[src/rtl/bus_xfer_sequencer_pkg.sv]
// Shared codes, sizes and FSM state type for the bus transfer encoder/sequencer pair.
// Keeping the codes here stops the source and destination sides from drifting apart.
package bus_xfer_sequencer_pkg;

    localparam int CODE_W  = 5;
    localparam int NUM_SRC = 24;
    localparam int NUM_DST = 25;

    // Source codes (R0..R15 are 0..15)
    localparam logic [CODE_W-1:0] SRC_HI     = 5'd16;
    localparam logic [CODE_W-1:0] SRC_LO     = 5'd17;
    localparam logic [CODE_W-1:0] SRC_ZHIGH  = 5'd18;
    localparam logic [CODE_W-1:0] SRC_ZLOW   = 5'd19;
    localparam logic [CODE_W-1:0] SRC_PC     = 5'd20;
    localparam logic [CODE_W-1:0] SRC_MDR    = 5'd21;
    localparam logic [CODE_W-1:0] SRC_INPORT = 5'd22;
    localparam logic [CODE_W-1:0] SRC_C      = 5'd23;

    // Destination codes (R0..R15 are 0..15)
    localparam logic [CODE_W-1:0] DST_HI      = 5'd16;
    localparam logic [CODE_W-1:0] DST_LO      = 5'd17;
    localparam logic [CODE_W-1:0] DST_PC      = 5'd18;
    localparam logic [CODE_W-1:0] DST_IR      = 5'd19;
    localparam logic [CODE_W-1:0] DST_Y       = 5'd20;
    localparam logic [CODE_W-1:0] DST_Z       = 5'd21;
    localparam logic [CODE_W-1:0] DST_MAR     = 5'd22;
    localparam logic [CODE_W-1:0] DST_MDR     = 5'd23;
    localparam logic [CODE_W-1:0] DST_OUTPORT = 5'd24;

    // Z -> {LO, HI} pair move: low half first, then high half
    localparam logic [CODE_W-1:0] PAIR_SRC_FIRST  = SRC_ZLOW;
    localparam logic [CODE_W-1:0] PAIR_DST_FIRST  = DST_LO;
    localparam logic [CODE_W-1:0] PAIR_SRC_SECOND = SRC_ZHIGH;
    localparam logic [CODE_W-1:0] PAIR_DST_SECOND = DST_HI;

    typedef enum logic [1:0] {
        ST_IDLE  = 2'd0,
        ST_DRIVE = 2'd1,
        ST_LOAD  = 2'd2,
        ST_ERR   = 2'd3
    } xfer_state_t;

    function automatic logic codes_in_range(input logic [CODE_W-1:0] src,
                                            input logic [CODE_W-1:0] dst);
        return (int'(src) < NUM_SRC) && (int'(dst) < NUM_DST);
    endfunction

endpackage

[src/rtl/bus_xfer_sequencer_onehot_dec.sv]
// Parameterized binary-to-one-hot decoder with enable; codes >= N decode to all zeros.
module onehot_dec #(
    parameter int N = 24,
    parameter int W = 5
) (
    input  logic [W-1:0] code,
    input  logic         en,
    output logic [N-1:0] onehot
);

    always_comb begin
        onehot = '0;
        for (int i = 0; i < N; i++) begin
            onehot[i] = en && (code == W'(i));
        end
    end

endmodule

[src/rtl/bus_xfer_sequencer.sv]
// Destination-side transfer sequencer: drive source, settle, pulse one load enable.
// Optional Z->{LO,HI} pair move compiled in with BUS_XFER_PAIR_EN.
//
//   state    | meaning
//   ---------+-----------------------------------------------------------
//   ST_IDLE  | ready for a request; all enables off
//   ST_DRIVE | source drives the bus for SETTLE_CYCLES cycles
//   ST_LOAD  | source held, one destination load enable for one cycle
//   ST_ERR   | rejected request; err pulse with all enables off
module bus_xfer_sequencer
    import bus_xfer_sequencer_pkg::*;
#(
    parameter int SETTLE_CYCLES = 1
) (
    input  logic                clk,
    input  logic                clr,
    input  logic                req_valid,
    output logic                req_ready,
    input  logic [CODE_W-1:0]   req_src,
    input  logic [CODE_W-1:0]   req_dst,
    input  logic                req_pair,
    output logic [CODE_W-1:0]   bus_sel,
    output logic [NUM_SRC-1:0]  src_out,
    output logic [NUM_DST-1:0]  dst_in,
    output logic                done,
    output logic                err
);

    localparam int CNT_W = (SETTLE_CYCLES > 1) ? $clog2(SETTLE_CYCLES) : 1;
    localparam logic [CNT_W-1:0] CNT_LAST = CNT_W'(SETTLE_CYCLES - 1);

    xfer_state_t       state, state_d;
    logic [CODE_W-1:0] src_q, src_d;
    logic [CODE_W-1:0] dst_q, dst_d;
    logic [CNT_W-1:0]  cnt, cnt_d;
    logic              src_active;
    logic              pair_first;
`ifdef BUS_XFER_PAIR_EN
    logic              pair_q, pair_d;
`endif

    always_ff @(posedge clk) begin
        if (clr) begin
            state  <= ST_IDLE;
            src_q  <= '0;
            dst_q  <= '0;
            cnt    <= '0;
`ifdef BUS_XFER_PAIR_EN
            pair_q <= 1'b0;
`endif
        end else begin
            state  <= state_d;
            src_q  <= src_d;
            dst_q  <= dst_d;
            cnt    <= cnt_d;
`ifdef BUS_XFER_PAIR_EN
            pair_q <= pair_d;
`endif
        end
    end

`ifdef BUS_XFER_PAIR_EN
    assign pair_first = pair_q;
`else
    assign pair_first = 1'b0;
`endif

    always_comb begin
        state_d = state;
        src_d   = src_q;
        dst_d   = dst_q;
        cnt_d   = cnt;
`ifdef BUS_XFER_PAIR_EN
        pair_d  = pair_q;
`endif
        case (state)
            ST_IDLE: begin
                if (req_valid) begin
                    src_d = req_src;
                    dst_d = req_dst;
                    cnt_d = '0;
`ifdef BUS_XFER_PAIR_EN
                    pair_d = req_pair;
                    if (req_pair) begin
                        src_d   = PAIR_SRC_FIRST;
                        dst_d   = PAIR_DST_FIRST;
                        state_d = ST_DRIVE;
                    end else if (!codes_in_range(req_src, req_dst)) begin
                        state_d = ST_ERR;
                    end else begin
                        state_d = ST_DRIVE;
                    end
`else
                    if (req_pair || !codes_in_range(req_src, req_dst)) begin
                        state_d = ST_ERR;
                    end else begin
                        state_d = ST_DRIVE;
                    end
`endif
                end
            end
            ST_DRIVE: begin
                if (cnt == CNT_LAST) begin
                    state_d = ST_LOAD;
                end else begin
                    cnt_d = cnt + CNT_W'(1);
                end
            end
            ST_LOAD: begin
                state_d = ST_IDLE;
`ifdef BUS_XFER_PAIR_EN
                // first half done: retarget to the high half without returning to idle
                if (pair_q) begin
                    src_d   = PAIR_SRC_SECOND;
                    dst_d   = PAIR_DST_SECOND;
                    pair_d  = 1'b0;
                    cnt_d   = '0;
                    state_d = ST_DRIVE;
                end
`endif
            end
            ST_ERR:  state_d = ST_IDLE;
            default: state_d = ST_IDLE;
        endcase
    end

    assign src_active = (state == ST_DRIVE) || (state == ST_LOAD);
    assign req_ready  = (state == ST_IDLE);
    assign bus_sel    = src_active ? src_q : '0;
    assign done       = (state == ST_LOAD) && !pair_first;
    assign err        = (state == ST_ERR);

    onehot_dec #(.N(NUM_SRC), .W(CODE_W)) u_src_dec (
        .code   (src_q),
        .en     (src_active),
        .onehot (src_out)
    );

    onehot_dec #(.N(NUM_DST), .W(CODE_W)) u_dst_dec (
        .code   (dst_q),
        .en     (state == ST_LOAD),
        .onehot (dst_in)
    );

endmodule

[config.mk]
export PLATFORM = sky130hd
export DESIGN_NAME = bus_xfer_sequencer
export DESIGN_NICKNAME = d
export VERILOG_FILES = /design/src/rtl/bus_xfer_sequencer_pkg.sv /design/src/rtl/bus_xfer_sequencer_onehot_dec.sv /design/src/rtl/bus_xfer_sequencer.sv
export SDC_FILE = /design/constraint.sdc
export NUM_CORES = 1
export LEC_CHECK = 0
export CORE_ASPECT_RATIO = 0.9
export CORE_MARGIN = 5
export CORE_UTILIZATION = 34
export CTS_CLUSTER_SIZE = 28
export DETAILED_ROUTE_END_ITERATION = 8
export PLACE_DENSITY = 0.82
export SLEW_MARGIN = 0
export SYNTH_ARGS = -nofsm -noshare
export SYNTH_HDL_FRONTEND = slang
export SYNTH_SLANG_ARGS = --single-unit
[constraint.sdc]
create_clock -name clk -period 1.97 [get_ports clk]
set_input_delay 0.394 -clock clk [delete_from_list [all_inputs] [get_ports clk]]
set_output_delay 0.394 -clock clk [all_outputs]
set_load 0.05 [all_outputs]
==> out/results.txt, run 1 <==
fraction of the mapped netlist area in compound gates: 8.95%
setup fix buffers added after clock tree synthesis: 10
number of gates resized after cts: 41
adder and majority gate portion of the synthesized area: 5.26%
clock sink count: 12
top cells by count, synth: sky130_fd_sc_hd__nor2_1 (36), sky130_fd_sc_hd__nand2_1 (26), sky130_fd_sc_hd__nor3_1 (14)
Post-Synth XOR/XNOR Area: 0%
GPL Wtd Cong: 0.843
Initial Utilization: 34.9%
#FFs+latches synth: 12
result of the run: stopped before the end
Main synth FF type: sky130_fd_sc_hd__dfxtp_1
cell area after technology mapping: 951 um2
share of synthesized area occupied by flip-flops and latches: 25.3%
Hold Buf Count CTS: 0
async set or reset register ratio after synthesis: 0%
quantity of I/O buffers inserted on ports: 70
clock buffer depth: 2
most common cell in the netlist: sky130_fd_sc_hd__nor2_1
DPL Wire Length: 4130 um
count of unique library cells instantiated by Yosys: 24
number of levels the H-tree was split into: 1
main combinational cell family by area after synthesis: simple AND/OR/NAND/NOR gates
average cell area after synthesis: 6.34 um2
number of cells produced by synthesis: 150
die width: 65.7 um
number of cell rows: 18
Post-Synthesis Net Count: 168
post-synth top area share: 25.3%
Synth warnings: 0
synthesized-area fraction occupied by and/or/nand/nor cells: 53.6%
Ports: 71
total placed cells including tap cells: 259
Clock Root Buffer: sky130_fd_sc_hd__clkbuf_4
multiplexer share of the synthesized area: 0%
total CTS buffers: 3
area leader, netlist: sky130_fd_sc_hd__dfxtp_1
tool error: [ERROR DPL-0038] Utilization greater than 100%, impossible to legalize
most area-consuming cells after synthesis: sky130_fd_sc_hd__dfxtp_1 (25%), sky130_fd_sc_hd__nor2_1 (14%), sky130_fd_sc_hd__nand2_1 (10%)
halt point of the flow: clock tree synthesis (4_1_cts)
count of flip-flops with a built-in enable after synthesis: 0
Die Height: 60.2 um
==> cell families after synthesis <==
| family | Yosys count |
|---|---|
| adders and majority gates | 4 |
| and+or+nand+nor | 106 |
| DFF | 12 |
| AOI/OAI and AO/OA | 13 |
| buffers and inverters | 15 |
==> stage by stage <==
step	worst slack (ns)	area [um2]	hold slack [ns]	util [%]
floorplan	-0.210	1200	0.446	-
detailed placement	-0.100	2520	0.489	92.6
global placement	0.0821	2520	0.461	92.6
==> run 2, diff against run 1 <==
Settings changed: CORE_AREA set to 5 5 66 68, CORE_ASPECT_RATIO 0.9 to unset, CORE_MARGIN 5 to unset, CORE_UTILIZATION 34 to unset, CTS_CLUSTER_SIZE 28 to unset, DIE_AREA set to 0 0 71 73, PLACE_DENSITY 0.82 to unset, PLACE_DENSITY_LB_ADDON set to 0.15.
==> out/results.txt, run 2 <==
number of levels the H-tree was split into: 1 (unchanged)
result of the run: finished, violations left (was stopped before the end)
Reg clk slew, reported paths: 0.05 ns
most common cell in the netlist: sky130_fd_sc_hd__nor2_1 (unchanged)
Maximum Capacitance Violations: 0
slew at the pin closest to its max-slew limit: 0.498 ns
area of the die: 5180 um2
total CTS buffers: 3 (unchanged)
async set or reset register ratio after synthesis: 0% (unchanged)
Die Height: 73 um (was 60.2 um)
wirelength, routed: 4200 um
leading cell types in the layout, fill and taps excluded: sky130_fd_sc_hd__buf_12 (53), sky130_fd_sc_hd__nand2_1 (25), sky130_fd_sc_hd__buf_4 (22)
area of the multi-input gates: 1030 um2
first-pass GRT wire length: 6180 um
#FFs+latches synth: 12 (unchanged)
arrival time at the worst endpoint: 1.69 ns
quantity of I/O buffers inserted on ports: 70 (unchanged)
DPL Wire Length: 3240 um (was 4130 um)
clock sink count: 12 (unchanged)
clock tree skew after final layout: 0.00492 ns
number of diodes added for antenna fixing: 0
final-layout fill cell count: 262
clock tree from TritonCTS: done
count of flip-flops with a built-in enable after synthesis: 0 (unchanged)
most frequent standard cell in the layout excluding fill and tap cells: sky130_fd_sc_hd__buf_12
crit path time final: 2.09 ns
Iter 0 DRT Violations: 46
share of synthesized area occupied by flip-flops and latches: 25.3% (unchanged)
area leader, netlist: sky130_fd_sc_hd__dfxtp_1 (unchanged)
Clock Root Buffer: sky130_fd_sc_hd__clkbuf_8 (was sky130_fd_sc_hd__clkbuf_4)
power density over the cells: 446 nW/um2
number of cells produced by synthesis: 150 (unchanged)
setup slack of the most critical reg-to-reg path: 0.65 ns
Initial Utilization: 25.0% (was 34.9%)
kind of critical path: flip-flop to output pin
violations in the final reports: setup timing
average cell area after synthesis: 6.34 um2 (unchanged)
via/cell ratio: 4.70
kind of capture point of the worst setup path: output pin
grt total ovfl: 0
count of unresolved DRC violations after routing: 0
Max Slew Vio Count: 0
Max IR drop VDD: 0.600 mV
final core utilization: 75.0%
via count of the first global-routing pass: 1289
final hold slack: 0.478 ns
minimum setup slack in the final design: -0.115 ns
clock buffer depth: 2 (unchanged)
post-synth top area share: 25.3% (unchanged)
FF/Latch Area: 245 um2
CP Data Required Time: 1.58 ns
average wire per cell in the routed design: 14.7 um
layout overhead on the synthesized area: 200%
Post-Synthesis Net Count: 168 (unchanged)
f_max: 480 MHz
top cells by count, synth: sky130_fd_sc_hd__nor2_1 (36), sky130_fd_sc_hd__nand2_1 (26), sky130_fd_sc_hd__nor3_1 (14) (unchanged)
type of element launching the critical path: flip-flop
share of final-layout standard cells stronger than drive strength 1: 63.6%
die width: 71 um (was 65.7 um)
most area-consuming cells after synthesis: sky130_fd_sc_hd__dfxtp_1 (25%), sky130_fd_sc_hd__nor2_1 (14%), sky130_fd_sc_hd__nand2_1 (10%) (unchanged)
worst-path maximum fanout: 4
Main synth FF type: sky130_fd_sc_hd__dfxtp_1 (unchanged)
final critical-path share of the clock period: 106%
maximum number of pins on one net before global-route repair: 13
Ports: 71 (unchanged)
antenna violations before repair: 0
setup repair after global routing missed its margin: true
worst hold path type: flip-flop to flip-flop
Total Nets Final: 255
leakage power summed over all cells: 1.00 nW
Pre-antenna DRT Iters: 4
number of cell rows: 23 (was 18)
worst rel slew slack: 66.8%
# setup viols final: 38
cell area after technology mapping: 951 um2 (unchanged)
Hold Buf Count CTS: 0 (unchanged)
core footprint: 3800 um2
Synth warnings: 0 (unchanged)
clock insertion delay at the later pin of the skew report: 0.24 ns
GPL Wtd Cong: 0.745 (was 0.843)
Antenna Nets Post-Route: 0
GRT Total Usage: 14.7%
via total after detailed routing: 1344
total count of hold-check failures in the final report: 0
count of unique library cells instantiated by Yosys: 24 (unchanged)
largest registers in the final layout: dst_q: 5 flops, src_q: 5 flops, state: 2 flops
## run 2: worst paths after layout
kind / cells after the start / startpoint / endpoint
setup / recovery: 6 / state[0] / src_out[1]
hold / removal: 2 / src_q[4] / src_q[4]
setup reg to reg: 5 / state[0] / dst_q[0]
hold reg to reg: 2 / src_q[4] / src_q[4]
## run 2: metal layers
| layer | routed length (um) | global-route usage [%] | share of wire, % | vias to the layer above |
|---|---|---|---|---|
| met5 | 0 | 0 | 0 | - |
| met4 | 27 | 2.09 | 0.64 | 0 |
| met3 | 206 | 3.86 | 4.9 | 2 |
| met2 | 2330 | 26.9 | 56 | 39 |
| met1 | 1630 | 17.5 | 39 | 625 |
| li1 | - | - | - | 678 |
## run 2: repair_timing
item / CTS / global route
buffers inserted: 6 / 7
gates resized for setup: 14 / 30
endpoints found under the setup margin: 27 / 45
pin swaps: 13 / 21
endpoints found under the hold margin: 0 / 0
## run 2: layout make-up
cell class	instances	share of cell area, %
multi-input combinational	123	36.1
sequential	12	8.61
inverter	4	0.615
timing repair buffer	93	50.5
tap	50	2.20
clock buffer	4	1.93
## run 2: metrics by stage
stage | total power [mW] | cell area, um2 | setup slack (ns) | instances | TNS, ns
2_1_floorplan | 0.667 | 1200 | -0.210 | 150 | -1.96
3_3_place_gp | 0.894 | 2530 | 0.0410 | 269 | 0
3_5_place_dp | 0.907 | 2530 | -0.0395 | 269 | -0.0984
4_1_cts | 1.23 | 2680 | -0.176 | 279 | -1.61
5_1_grt | 1.34 | 2850 | -0.207 | 286 | -5.73
6_report | 1.27 | 2850 | -0.115 | 286 | -2.35
## run 2: critical path: stages, from the launching register on
cell,delay (ns)
sky130_fd_sc_hd__dfxtp_4,0.36
sky130_fd_sc_hd__inv_4,0.04
sky130_fd_sc_hd__ha_4,0.25
sky130_fd_sc_hd__and2b_2,0.17
sky130_fd_sc_hd__nand3b_1,0.23
sky130_fd_sc_hd__nor3_4,0.24
sky130_fd_sc_hd__buf_12,0.16
## run 2: power breakdown
group	internal (mW)	total (mW)	leakage (nW)	switching, mW
logic	0.307	0.691	0.873	0.385
clock network	0.176	0.266	0.0288	0.0892
registers	0.269	0.313	0.0995	0.0441
total	0.752	1.27	1.00	0.518
## run 2: cell families (layout without fill, tap and decap cells)
family | after synthesis | in the layout | share of synthesized area, %
and+or+nand+nor | 106 | 106 | 53.6
buffers and inverters | 15 | 101 | 6.97
AOI/OAI and AO/OA | 13 | 13 | 8.95
DFF | 12 | 12 | 25.3
adders and majority gates | 4 | 4 | 5.26
No activity file was read; power rests on OpenSTA's default activity.
